[config.mk]
export PLATFORM = sky130hd
export DESIGN_NAME = hazard_stall_ctrl
export DESIGN_NICKNAME = d
export VERILOG_FILES = /design/src/rtl/hazard_stall_ctrl.sv
export SDC_FILE = /design/constraint.sdc
export NUM_CORES = 1
export LEC_CHECK = 0
export ABC_AREA = 1
export CORE_ASPECT_RATIO = 1.4
export CORE_MARGIN = 2
export CORE_UTILIZATION = 48
export DETAILED_ROUTE_END_ITERATION = 8
export PLACE_DENSITY = 0.83
export SYNTH_ARGS = -nofsm -noshare
export SYNTH_HDL_FRONTEND = slang
export SYNTH_SLANG_ARGS = --single-unit
export TNS_END_PERCENT = 1
[constraint.sdc]
create_clock -name clock_i -period 3 [get_ports clock_i]
set_clock_uncertainty 0.1 [all_clocks]
set_input_delay 0.6 -clock clock_i [delete_from_list [all_inputs] [get_ports clock_i]]
set_output_delay 0.6 -clock clock_i [all_outputs]
set_load 0.02 [all_outputs]
[src/rtl/hazard_stall_ctrl.sv]
// Pipeline sequencing controller: RAW hazard detection for the decode stage,
// taken-branch flush of IF/ID, full-pipeline freeze while a data-memory access
// is outstanding (with timeout), and saturating stall/flush statistics.
//
// state    | meaning
// ---------+----------------------------------------------------------------
// RUN      | normal flow; hazards stall ID, taken branches flush IF/ID
// MEM_WAIT | data-memory access outstanding; whole pipeline frozen
// ERR      | memory never answered; pipeline frozen until reset
module hazard_stall_ctrl #(
  parameter int MEM_TIMEOUT = 64,
  parameter int CNT_W       = 16
) (
  input  logic             clock_i,
  input  logic             reset_i,
  input  logic             forward_en_i,
  input  logic [4:0]       src1_i,
  input  logic [4:0]       src2_i,
  input  logic             is_imm_i,
  input  logic             st_or_bne_i,
  input  logic [1:0]       branch_comm_i,
  input  logic             branch_taken_i,
  input  logic [4:0]       exe_dest_i,
  input  logic             exe_wb_en_i,
  input  logic             exe_mem_r_en_i,
  input  logic [4:0]       mem_dest_i,
  input  logic             mem_wb_en_i,
  input  logic             mem_access_i,
  input  logic             mem_ready_i,
  output logic             hazard_detected_o,
  output logic             freeze_pc_o,
  output logic             freeze_if_id_o,
  output logic             flush_if_id_o,
  output logic             freeze_all_o,
  output logic             mem_timeout_err_o,
  output logic [CNT_W-1:0] stall_cnt_o,
  output logic [CNT_W-1:0] flush_cnt_o
);

  localparam int WAIT_W = $clog2(MEM_TIMEOUT + 1);

  typedef enum logic [1:0] {
    RUN      = 2'd0,
    MEM_WAIT = 2'd1,
    ERR      = 2'd2
  } state_e;

  state_e            state_q, state_d;
  logic [WAIT_W-1:0] wait_q, wait_d;
  logic              err_q, err_d;
  logic [CNT_W-1:0]  stall_q, stall_d;
  logic [CNT_W-1:0]  flush_q, flush_d;

  logic use1, use2;
  logic exe_match, mem_match;
  logic exe_wb_hit, load_hit, mem_wb_hit;
  logic is_branch;
  logic raw;

  logic haz, fpc, fif, fl, fa;

  // RAW detection on the operands ID is about to read; register 0 never hazards
  always_comb begin
    use1       = (src1_i != 5'd0);
    use2       = (!is_imm_i || st_or_bne_i) && (src2_i != 5'd0);
    exe_match  = (use1 && (src1_i == exe_dest_i)) || (use2 && (src2_i == exe_dest_i));
    mem_match  = (use1 && (src1_i == mem_dest_i)) || (use2 && (src2_i == mem_dest_i));
    exe_wb_hit = exe_match && exe_wb_en_i;
    load_hit   = exe_wb_hit && exe_mem_r_en_i;
    mem_wb_hit = mem_match && mem_wb_en_i;
    is_branch  = (branch_comm_i != 2'd0);
    // Branches compare in ID, so forwarding into EXE cannot help them.
    if (forward_en_i) begin
      raw = load_hit || (is_branch && (exe_wb_hit || mem_wb_hit));
    end else begin
      raw = exe_wb_hit || mem_wb_hit;
    end
  end

  // Next-state and output decode; memory freeze beats hazard beats flush
  always_comb begin
    state_d = state_q;
    wait_d  = wait_q;
    err_d   = err_q;
    haz     = 1'b0;
    fpc     = 1'b0;
    fif     = 1'b0;
    fl      = 1'b0;
    fa      = 1'b0;
    case (state_q)
      RUN: begin
        if (mem_access_i && !mem_ready_i) begin
          fa      = 1'b1;
          fpc     = 1'b1;
          fif     = 1'b1;
          state_d = MEM_WAIT;
          wait_d  = WAIT_W'(1);
        end else if (raw) begin
          haz = 1'b1;
          fpc = 1'b1;
          fif = 1'b1;
        end else begin
          fl = branch_taken_i;
        end
      end
      MEM_WAIT: begin
        fa  = 1'b1;
        fpc = 1'b1;
        fif = 1'b1;
        if (mem_ready_i) begin
          state_d = RUN;
          wait_d  = '0;
        end else begin
          wait_d = wait_q + WAIT_W'(1);
          if (wait_d == WAIT_W'(MEM_TIMEOUT)) begin
            state_d = ERR;
            err_d   = 1'b1;
          end
        end
      end
      ERR: begin
        fa    = 1'b1;
        fpc   = 1'b1;
        fif   = 1'b1;
        err_d = 1'b1;
      end
      default: begin
        state_d = RUN;
        wait_d  = '0;
      end
    endcase
    // Outputs must read zero for the whole time reset is held.
    if (reset_i) begin
      haz = 1'b0;
      fpc = 1'b0;
      fif = 1'b0;
      fl  = 1'b0;
      fa  = 1'b0;
    end
  end

  // Saturating statistics: stall cycles and taken-branch flushes
  always_comb begin
    stall_d = stall_q;
    flush_d = flush_q;
    if (fpc && (stall_q != {CNT_W{1'b1}})) begin
      stall_d = stall_q + CNT_W'(1);
    end
    if (fl && (flush_q != {CNT_W{1'b1}})) begin
      flush_d = flush_q + CNT_W'(1);
    end
  end

  // State, wait counter, sticky error and statistics registers
  always_ff @(posedge clock_i or posedge reset_i) begin
    if (reset_i) begin
      state_q <= RUN;
      wait_q  <= '0;
      err_q   <= 1'b0;
      stall_q <= '0;
      flush_q <= '0;
    end else begin
      state_q <= state_d;
      wait_q  <= wait_d;
      err_q   <= err_d;
      stall_q <= stall_d;
      flush_q <= flush_d;
    end
  end

  assign hazard_detected_o = haz;
  assign freeze_pc_o       = fpc;
  assign freeze_if_id_o    = fif;
  assign flush_if_id_o     = fl;
  assign freeze_all_o      = fa;
  assign mem_timeout_err_o = err_q;
  assign stall_cnt_o       = stall_q;
  assign flush_cnt_o       = flush_q;

endmodule
Word level (Yosys, flattened, before mapping)
Index checks and enable logic that the tools add are counted.
Widths: inputs -> output; s select.
Word-level totals
  input port bits: 33
  word-level logic and storage cells: 75
  output and inout port bits: 38
  bits in registers: 42
Cells by class
  bitwise operators: 1
  equality and inequality tests: 13
  mux-type cells: 25
  reduce and logical (&&, ||, !) cells: 28
  $add $sub $neg: 3
Operator list (count)
  $add 16x1->16 const B: 2
  $ne 16x16->1 const B: 2
  $pmux 7 s3: 1
  $eq 5x5->1: 4
  $mux 1: 15
  $mux 7: 2
  $logic_and 1x1->1: 12
  $reduce_bool 5->1: 2
  $add 7x1->7 const B: 1
  $eq 7x7->1 const B: 1
  $mux 2: 3
  $ne 2x2->1 const B: 3
  $pmux 1 s2: 3
  $pmux 2 s3: 1
  $reduce_and 3->1: 2
  $logic_or 1x1->1: 5
  $reduce_bool 2->1: 2
  $ne 3x3->1 const B: 1
  $eq 2x1->1 const B: 1
  $eq 2x2->1 const B: 1
  $logic_not 1->1: 2
  $logic_not 2->1: 1
  $reduce_and 2->1: 1
  $reduce_or 2->1: 1
  $not 1->1: 1

Longest topological paths before layout
Gate-level depths: netlist of run 1.
  depth in word-level cells: 15
  mapped depth: 15
  mapped depth without buffers: 14

Worst setup path after synthesis of run 1
Ideal clock, no wire load.
  kind: input -> output
  from: input reset_i
  to: output flush_if_id_o
  data required time: 2.300 ns
  setup slack: 0.239 ns
  arrival: 2.061 ns
  stages on the path: 3
  path buffers: 0
  cells stage by stage: inv_1 nand3_1 nor2_4
Between the ends
  word-level cells in the longest chain between the ends: 1
Ends and longest elaborated chain
  from (decl): line 15  | input logic reset_i,
  $mux 1: line 133  | if (reset_i) begin
  to (decl): line 33  | output logic flush_if_id_o,
No other way between the ends.

Worst setup path after layout of run 1
  from: input src2_i[0]
  to: output flush_if_id_o
Between the ends
  word-level cells in the longest chain between the ends: 13
  elaborated cells on any way between the ends: 19
  those cells by class: eq/ne: 2; mux: 5; reduce/logical: 12
Ends and longest elaborated chain
  from (decl): line 18  | input logic [4:0] src2_i,
  $reduce_bool 5->1: line 65  | use2 = (!is_imm_i || st_or_bne_i) && (src2_i != 5'd0);
  $logic_and 1x1->1: line 65
  $logic_and 1x1->1, on equally long branches: line 66, 67
  $logic_or 1x1->1, on equally long branches: line 66, 67
  $logic_and 1x1->1, on equally long branches: line 68, 70
  $logic_or 1x1->1: line 74, 76
  $logic_and 1x1->1: line 74  | raw = load_hit || (is_branch && (exe_wb_hit || mem_wb_hit));
  $logic_or 1x1->1: line 74
  $mux 1 *: line 73  | if (forward_en_i) begin
  $mux 1 *: line 98  | end else if (raw) begin
  $mux 1 *: line 92  | if (mem_access_i && !mem_ready_i) begin
  $mux 1 *: line 90  | case (state_q)
  $mux 1 *: line 133
Every way passes the cells marked *; elsewhere a longest branch is shown, timed or not.

==> summary.md, run 1 <==
| Metric | Value |
|---|---|
| Least-Margin Pin Slew | 0.3914 ns |
| GR Overflow Total | 0 |
| Final WL | 7270 um |
| H-Tree Level Count | 2 |
| First-pass GRT wire length | 12120 um |
| Net Sw Power | 0.0009567 W |
| Clock network power share | 19.4% |
| Final number of hold-violating endpoints | 0 |
| Critical R2R Capture | flush_cnt_o[12] |
| Mapped Cells | 383 |
| Core Util, Final | 63.75% |
| Top cells by area, synth | dfrtp_1 34%, nand2_1 12%, xor2_1 7.7% |
| Crit path cell chain | clkdlybuf4s50_1, nor2_2, nand3b_1, nand2_2, inv_1, nand3_2, nand2_1, nand2_2, nand3_4, buf_4, nor2_4, buf_2 |
| DRT antenna net count | 0 |
| Fin crit share | 95.93% |
| Total Neg Setup Slack | 0 ns |
| Critical path type | input pin to output pin |
| Total Routing Usage GR | 21.02% |
| Synth cell types | 40 |
| Outcome | finished, final reports clean |
| Synth Register Bits | 42 |
| Post-CTS Setup Inserts | 0 |
| Mean cell area of the mapped netlist | 7.978 sq um |
| Post-synth top flop | dfrtp_1 |
| Core Region | 0.006168 sq mm |
| Worst path max stage delay | 0.49 ns |
| CTS root buffer | clkbuf_8 |
| Pins Over Slew Limit | 0 |
| RSZ-0062 raised after global routing | true |
| Vias per cell | 5.275 |
| Area delta synth->final | 28.71% |
| Avg WL per Cell | 13.59 um |
| Post-Syn Nets | 423 |
| Combinational share of power | 46.3% |
| CP arrival | 2.18 ns |
| Critical Path Sink Type | output pin |
| Largest net degree at the start of global routing | 24 |
| Number of global-route vias before repair | 2724 |
| Initial antenna violation count | 0 |
| Worst Setup EP | flush_if_id_o |
| Ys Warns | 0 |
| LEAKAGE | 1.817 nW |
| DR pass1 iterations | 4 |
| Async SR Flop Fraction | 100.0% |
| Antenna Cells | 0 |
| Sequential share of power | 34.4% |
| Power Density | 580.1 mW/mm^2 |
| Seq/Total Area, Yosys | 34.40% |
| Row Count | 34 |
| Max frequency | 0.3475 GHz |
| R2r worst-path depth | 10 |
| Clock-pin transition on the worst setup and hold timing paths | 0.08 ns |
| Clock sink count | 42 |
| Die area | 0.007029 sq mm |
| TritonCTS Buffers | 5 |
| Crit path from | src2_i[0] |
| Die width | 71.43 um |
| Crit-path max FO | 3 |
| Slew margin rel. | 73.81% |
| Filler cells | 525 |
| Clock latency on the worst-skew pair | 0.29 ns |
| Most Frequent Cell on Critical Path | nand2_2 |
| Worst Path Required | 2.30 ns |
| Power Total | 0.002281 W |
| Mapped Area | 0.003055 sq mm |
| Post-synth EDFFs | 0 |
| CP Buf/Inv Count | 4 |
| Switching Fraction | 41.94% |
| Critical Path Source Type | input pin |
| Commonest non-fill, non-tap cells in the layout | 100 x nand2_1, 66 x clkdlybuf4s50_1, 42 x dfrtp_1 |
| Setup violations, final | 0 |
| Critical path's top delay family | buffers and inverters |
| Initial Util | 49.53% |
| Initial DRC count | 148 |
| Worst flop-to-flop path startpoint | flush_cnt_o[0] |
| Min Hold Slack | 0.3985 ns |
| Share of cells above drive strength 1 | 14.25% |
| RD Place Congestion | 0.8871 |
| Peak VDD IR | 0.0003539 V |
| Final #Nets | 502 |
| Routed via count | 2822 |
| Max Buffers Root-to-Sink | 2 |
| Most common cell after layout, fill and taps aside | nand2_1 |
| Synth top area share | 34.40% |
| Stages on worst setup path | 12 |
| Final critical-path required period | 2.878 ns |
| I/O pin total | 71 |
| Pint | 0.001325 W |
| DR DRC count | 0 |
| Hold path startpoint | mem_timeout_err_o |
| Worst min path class | flop to flop |
| Input/output buffers | 70 |
| Reg2reg setup slack | 0.86 ns |
| Largest area contributor in the netlist | dfrtp_1 |
| CTS tree | done |
| Max-cap violations | 0 |
| Slowest CP cell | clkdlybuf4s50_1 |
| Detail Placement HPWL | 5571 um |
| Die height | 98.40 um |
## stage by stage
stage,cells,worst slack [ns],instance area (sq um)
after floorplan,383,0.2394,3055
after global placement,527,-0.3330,3841
after detailed placement,527,-0.3823,3841
after CTS,535,-0.07866,3948
after global routing,535,-0.01690,3933
final,535,0.1221,3933
## how the worst min path moves through the flow
stage	to	cells past startpoint
finish	mem_timeout_err_o	2
global route	mem_timeout_err_o	2
CTS	mem_timeout_err_o	2
detailed placement	mem_timeout_err_o	2
global placement	mem_timeout_err_o	2
floorplan	wait_q[1]	2
## cell type report
type / instances / area [sq um] / share of cell area, %
timing repair buffer: 79 / 748.2 / 19.03
clock buffer: 5 / 68.82 / 1.750
clock inverter: 3 / 40.04 / 1.018
tap: 72 / 90.09 / 2.291
inverter: 38 / 147.6 / 3.754
sequential: 42 / 1051 / 26.73
multi-input combinational: 296 / 1787 / 45.43
## synth_stat cells (all sizes together), types with 6 or more instances
library cell and number:
nand2 124, inv 37, o21ai 14, xor2 27, ha 7, nand4 23
dfrtp 42, nor3 6, buf 6, xnor2 25, nor2 31, nand3 21
## power by group through the flow
stage          combinational, W  sequential (W)  clock [W]
6_report                0.00106        0.000784   0.000442
5_1_grt                 0.00117        0.000801   0.000471
4_1_cts                 0.00107        0.000783   0.000448
3_5_place_dp            0.00108        0.000792          0
3_3_place_gp            0.00104        0.000786          0
2_1_floorplan          0.000676        0.000843          0
## kinds of logic (layout without fill, tap and decap cells)
group | count (synthesis) | count (layout) | synth area share, %
adders and majority gates | 7 | 7 | 2.866
AOI/OAI and AO/OA | 24 | 24 | 4.750
and+or+nand+nor | 213 | 213 | 35.87
buffers and inverters | 45 | 125 | 7.207
xor gates and xnor gates | 52 | 52 | 14.91
DFF | 42 | 42 | 34.40
## layer usage
| metal | wire, um | share of wire, % | track usage [%] | vias to the layer above |
|---|---|---|---|---|
| met4 | 74 | 1.0 | 6.386 | 0 |
| met5 | 0 | 0 | 0 | - |
| met1 | 3035 | 42 | 25.69 | 1334 |
| met2 | 3679 | 51 | 37.25 | 92 |
| li1 | - | - | - | 1390 |
| met3 | 481 | 6.6 | 3.509 | 6 |
## timing repair
| item | 4_1_cts | 5_1_grt |
|---|---|---|
| setup endpoints to repair | 4 | 4 |
| gates resized for setup | 6 | 13 |
| hold buffers | 0 | 0 |
## worst min-delay path, cell delays in order, from the launching register on
cell and delay (ns):
dfrtp_1 0.35, a21oi_1 0.04, o21ai_0 0.07
## registers in the layout (all words and copies together) (netlist names)
name,cells
state_q,2
mem_timeout_err_o,1
stall_cnt_o,16
flush_cnt_o,16
wait_q,7
Power figures use the tool's default switching activity.
==> inputs of run 2 (changes only) <==
--- a/config.mk
+++ b/config.mk
@@ -13,2 +13,3 @@
 export PLACE_DENSITY = 0.83
+export SLEW_MARGIN = 15
 export SYNTH_ARGS = -nofsm -noshare
--- a/constraint.sdc
+++ b/constraint.sdc
@@ -4,2 +4,2 @@
 set_output_delay 0.6 -clock clock_i [all_outputs]
-set_load 0.02 [all_outputs]
+set_load 0.05 [all_outputs]
==> summary.md, run 2 (synthesis results as in run 1) <==
| Metric | Value |
|---|---|
| Outcome | finished, final reports clean (unchanged) |
| Setup WS pre-CTS | 0.03231 ns (was -0.3823 ns) |
| Crit-path max FO | 2 (was 3) |
| Routed via count | 2782 (was 2822) |
| Area delta synth->final | 29.85% (was 28.71%) |
| Row Count | 34 (unchanged) |
| Clock sink count | 42 (unchanged) |
| Die width | 71.43 um (unchanged) |
| Vias per cell | 5.239 (was 5.275) |
| Die area | 0.007029 sq mm (unchanged) |
| First-pass GRT wire length | 12000 um (was 12120 um) |
| Final number of hold-violating endpoints | 0 (unchanged) |
| Fin crit share | 97.04% (was 95.93%) |
| Peak VDD IR | 0.0004537 V (was 0.0003539 V) |
| RD Place Congestion | 0.9172 (was 0.8871) |
| TritonCTS Buffers | 5 (unchanged) |
| Slowest CP cell | clkdlybuf4s50_1 (unchanged) |
| Final Worst Setup Slack | 0.08889 ns (was 0.1221 ns) |
| GR Overflow Total | 0 (unchanged) |
| Detail Placement HPWL | 5491 um (was 5571 um) |
| Most common cell after layout, fill and taps aside | nand2_1 (unchanged) |
| Net Sw Power | 0.001152 W (was 0.0009567 W) |
| Initial Util | 49.53% (unchanged) |
| Commonest non-fill, non-tap cells in the layout | 100 x nand2_1, 52 x clkdlybuf4s50_1, 42 x dfrtp_1 (was 100 x nand2_1, 66 x clkdlybuf4s50_1, 42 x dfrtp_1) |
| Final critical-path required period | 2.911 ns (was 2.878 ns) |
| Total Routing Usage GR | 21.04% (was 21.02%) |
| Critical path's top delay family | buffers and inverters (unchanged) |
| Area occupied by multi-input gates | 0.001788 sq mm (was 0.001787 sq mm) |
| I/O pin total | 71 (unchanged) |
| DR DRC count | 0 (unchanged) |
| Initial antenna violation count | 0 (unchanged) |
| DRT antenna net count | 0 (unchanged) |
| DR pass1 iterations | 4 (unchanged) |
| Filler cells | 528 (was 525) |
| Slew margin rel. | 65.28% (was 73.81%) |
| Final #Nets | 498 (was 502) |
| Switching Fraction | 46.52% (was 41.94%) |
| CTS root buffer | clkbuf_8 (unchanged) |
| Crit path cell chain | clkdlybuf4s50_1, xnor2_1, nand2_1, nor2_2, nand2_1, nand2_1, nand2_2, nand3_4, nand2_4, a21boi_2, buf_4, buf_12 (was clkdlybuf4s50_1, nor2_2, nand3b_1, nand2_2, inv_1, nand3_2, nand2_1, nand2_2, nand3_4, buf_4, nor2_4, buf_2) |
| Die height | 98.40 um (unchanged) |
| Avg WL per Cell | 13.28 um (was 13.59 um) |
| Sequential share of power | 31.6% (was 34.4%) |
| CP arrival | 2.21 ns (was 2.18 ns) |
| Power Total | 0.002477 W (was 0.002281 W) |
| Critical Path Source Type | input pin (unchanged) |
| Max Buffers Root-to-Sink | 2 (unchanged) |
| Least-Margin Pin Slew | 0.5192 ns (was 0.3914 ns) |
| Setup violations, final | 0 (unchanged) |
| Worst path max stage delay | 0.53 ns (was 0.49 ns) |
| Number of global-route vias before repair | 2769 (was 2724) |
| Most Frequent Cell on Critical Path | nand2_1 (was nand2_2) |
| Core Region | 0.006168 sq mm (unchanged) |
| H-Tree Level Count | 2 (unchanged) |
| Power Density | 624.4 mW/mm^2 (was 580.1 mW/mm^2) |
| CP Buf/Inv Count | 3 (was 4) |
| Max-cap violations | 0 (unchanged) |
| Pint | 0.001325 W (about the same) |
| Core Util, Final | 64.32% (was 63.75%) |
| Critical path type | input pin to output pin (unchanged) |
| Combinational share of power | 53.3% (was 46.3%) |
| Worst Path Required | 2.30 ns (about the same) |
| Largest net degree at the start of global routing | 23 (was 24) |
| Share of cells above drive strength 1 | 13.73% (was 14.25%) |
| Input/output buffers | 70 (unchanged) |
| Clock network power share | 15.1% (was 19.4%) |
| Clock-pin transition on the worst setup and hold timing paths | 0.08 ns (about the same) |
| Post-CTS Setup Inserts | 0 (unchanged) |
| Worst min path class | flop to flop (unchanged) |
| Final WL | 7054 um (was 7270 um) |
| Register area | 0.001051 sq mm (unchanged) |
| Total Neg Setup Slack | 0 ns (unchanged) |
| Antenna Cells | 0 (unchanged) |
| Initial DRC count | 121 (was 148) |
| Pins Over Slew Limit | 0 (unchanged) |
| Clock latency on the worst-skew pair | 0.29 ns (about the same) |
| LEAKAGE | 1.917 nW (was 1.817 nW) |
| Max frequency | 0.3435 GHz (was 0.3475 GHz) |
| Critical Path Sink Type | output pin (unchanged) |
| CTS tree | done (unchanged) |
| Placement Cell Area | 0.003840 sq mm (was 0.003841 sq mm) |
| Finished Cell Area | 0.003968 sq mm (was 0.003933 sq mm) |
-- run 2: cell count changes in the layout (fill, tap and decap cells not counted), moves of 2 or more --
cell / previous run / this run
buf_4: 9 / 7
buf_2: 3 / 0
buf_12: 0 / 3
dlymetal6s2s_1: 0 / 13
clkdlybuf4s50_1: 66 / 52
-- run 2: through the flow --
step                      cells  hold WS [ns]
after global routing        531        0.4174
after floorplan             383        0.3754
after global placement      523        0.3562
final                       531        0.3862
after detailed placement    523        0.3755
after CTS                   531        0.3950
-- run 2: layout make-up --
class                           count  area share (%)
Clock inverter                      1          0.1261
Sequential cell                    42           26.49
Clock buffer                        7           2.176
Timing Repair Buffer               75           20.06
Multi-Input combinational cell    296           45.06
Tap cell                           72           2.271
Inverter                           38           3.816
-- run 2: repair_timing --
action / CTS / global route
hold buffers: 0 / 0
setup endpoints to repair: 0 / 2
gates resized for setup: 0 / 14
-- run 2: final timing paths --
check,start,endpoint,slack (ns),cells after the start
setup / recovery,mem_dest_i[4],freeze_pc_o,0.09,12
hold / removal,mem_timeout_err_o,mem_timeout_err_o,0.39,2
setup reg to reg,flush_cnt_o[0],flush_cnt_o[12],0.87,10
hold reg to reg,mem_timeout_err_o,mem_timeout_err_o,0.39,2
max in group asynchronous,reset_i,stall_cnt_o[8],1.88,3
min in group asynchronous,reset_i,state_q[0],0.68,3
-- run 2: layer usage --
layer	up-vias	GRT usage, %	part of all wire, %
met5	-	0	0
met4	0	9.434	2.7
met3	18	3.818	6.3
met2	95	35.54	49
met1	1286	25.78	42
li1	1383	-	-
-- run 2: tightest hold or removal path: cells and delay by family (launching register included) --
kind           cells  cell delay (ns)
flip-flops         1             0.35
AO/OA/AOI/OAI      2             0.10
-- run 2: power groups by stage --
stage	Clock [W]	Sequential (W)	Combinational [W]
2_1_floorplan	0	0.000984	0.000734
3_3_place_gp	0	0.000789	0.00129
3_5_place_dp	0	0.000792	0.00132
4_1_cts	0.000380	0.000783	0.00133
5_1_grt	0.000404	0.000800	0.00142
6_report	0.000373	0.000783	0.00132
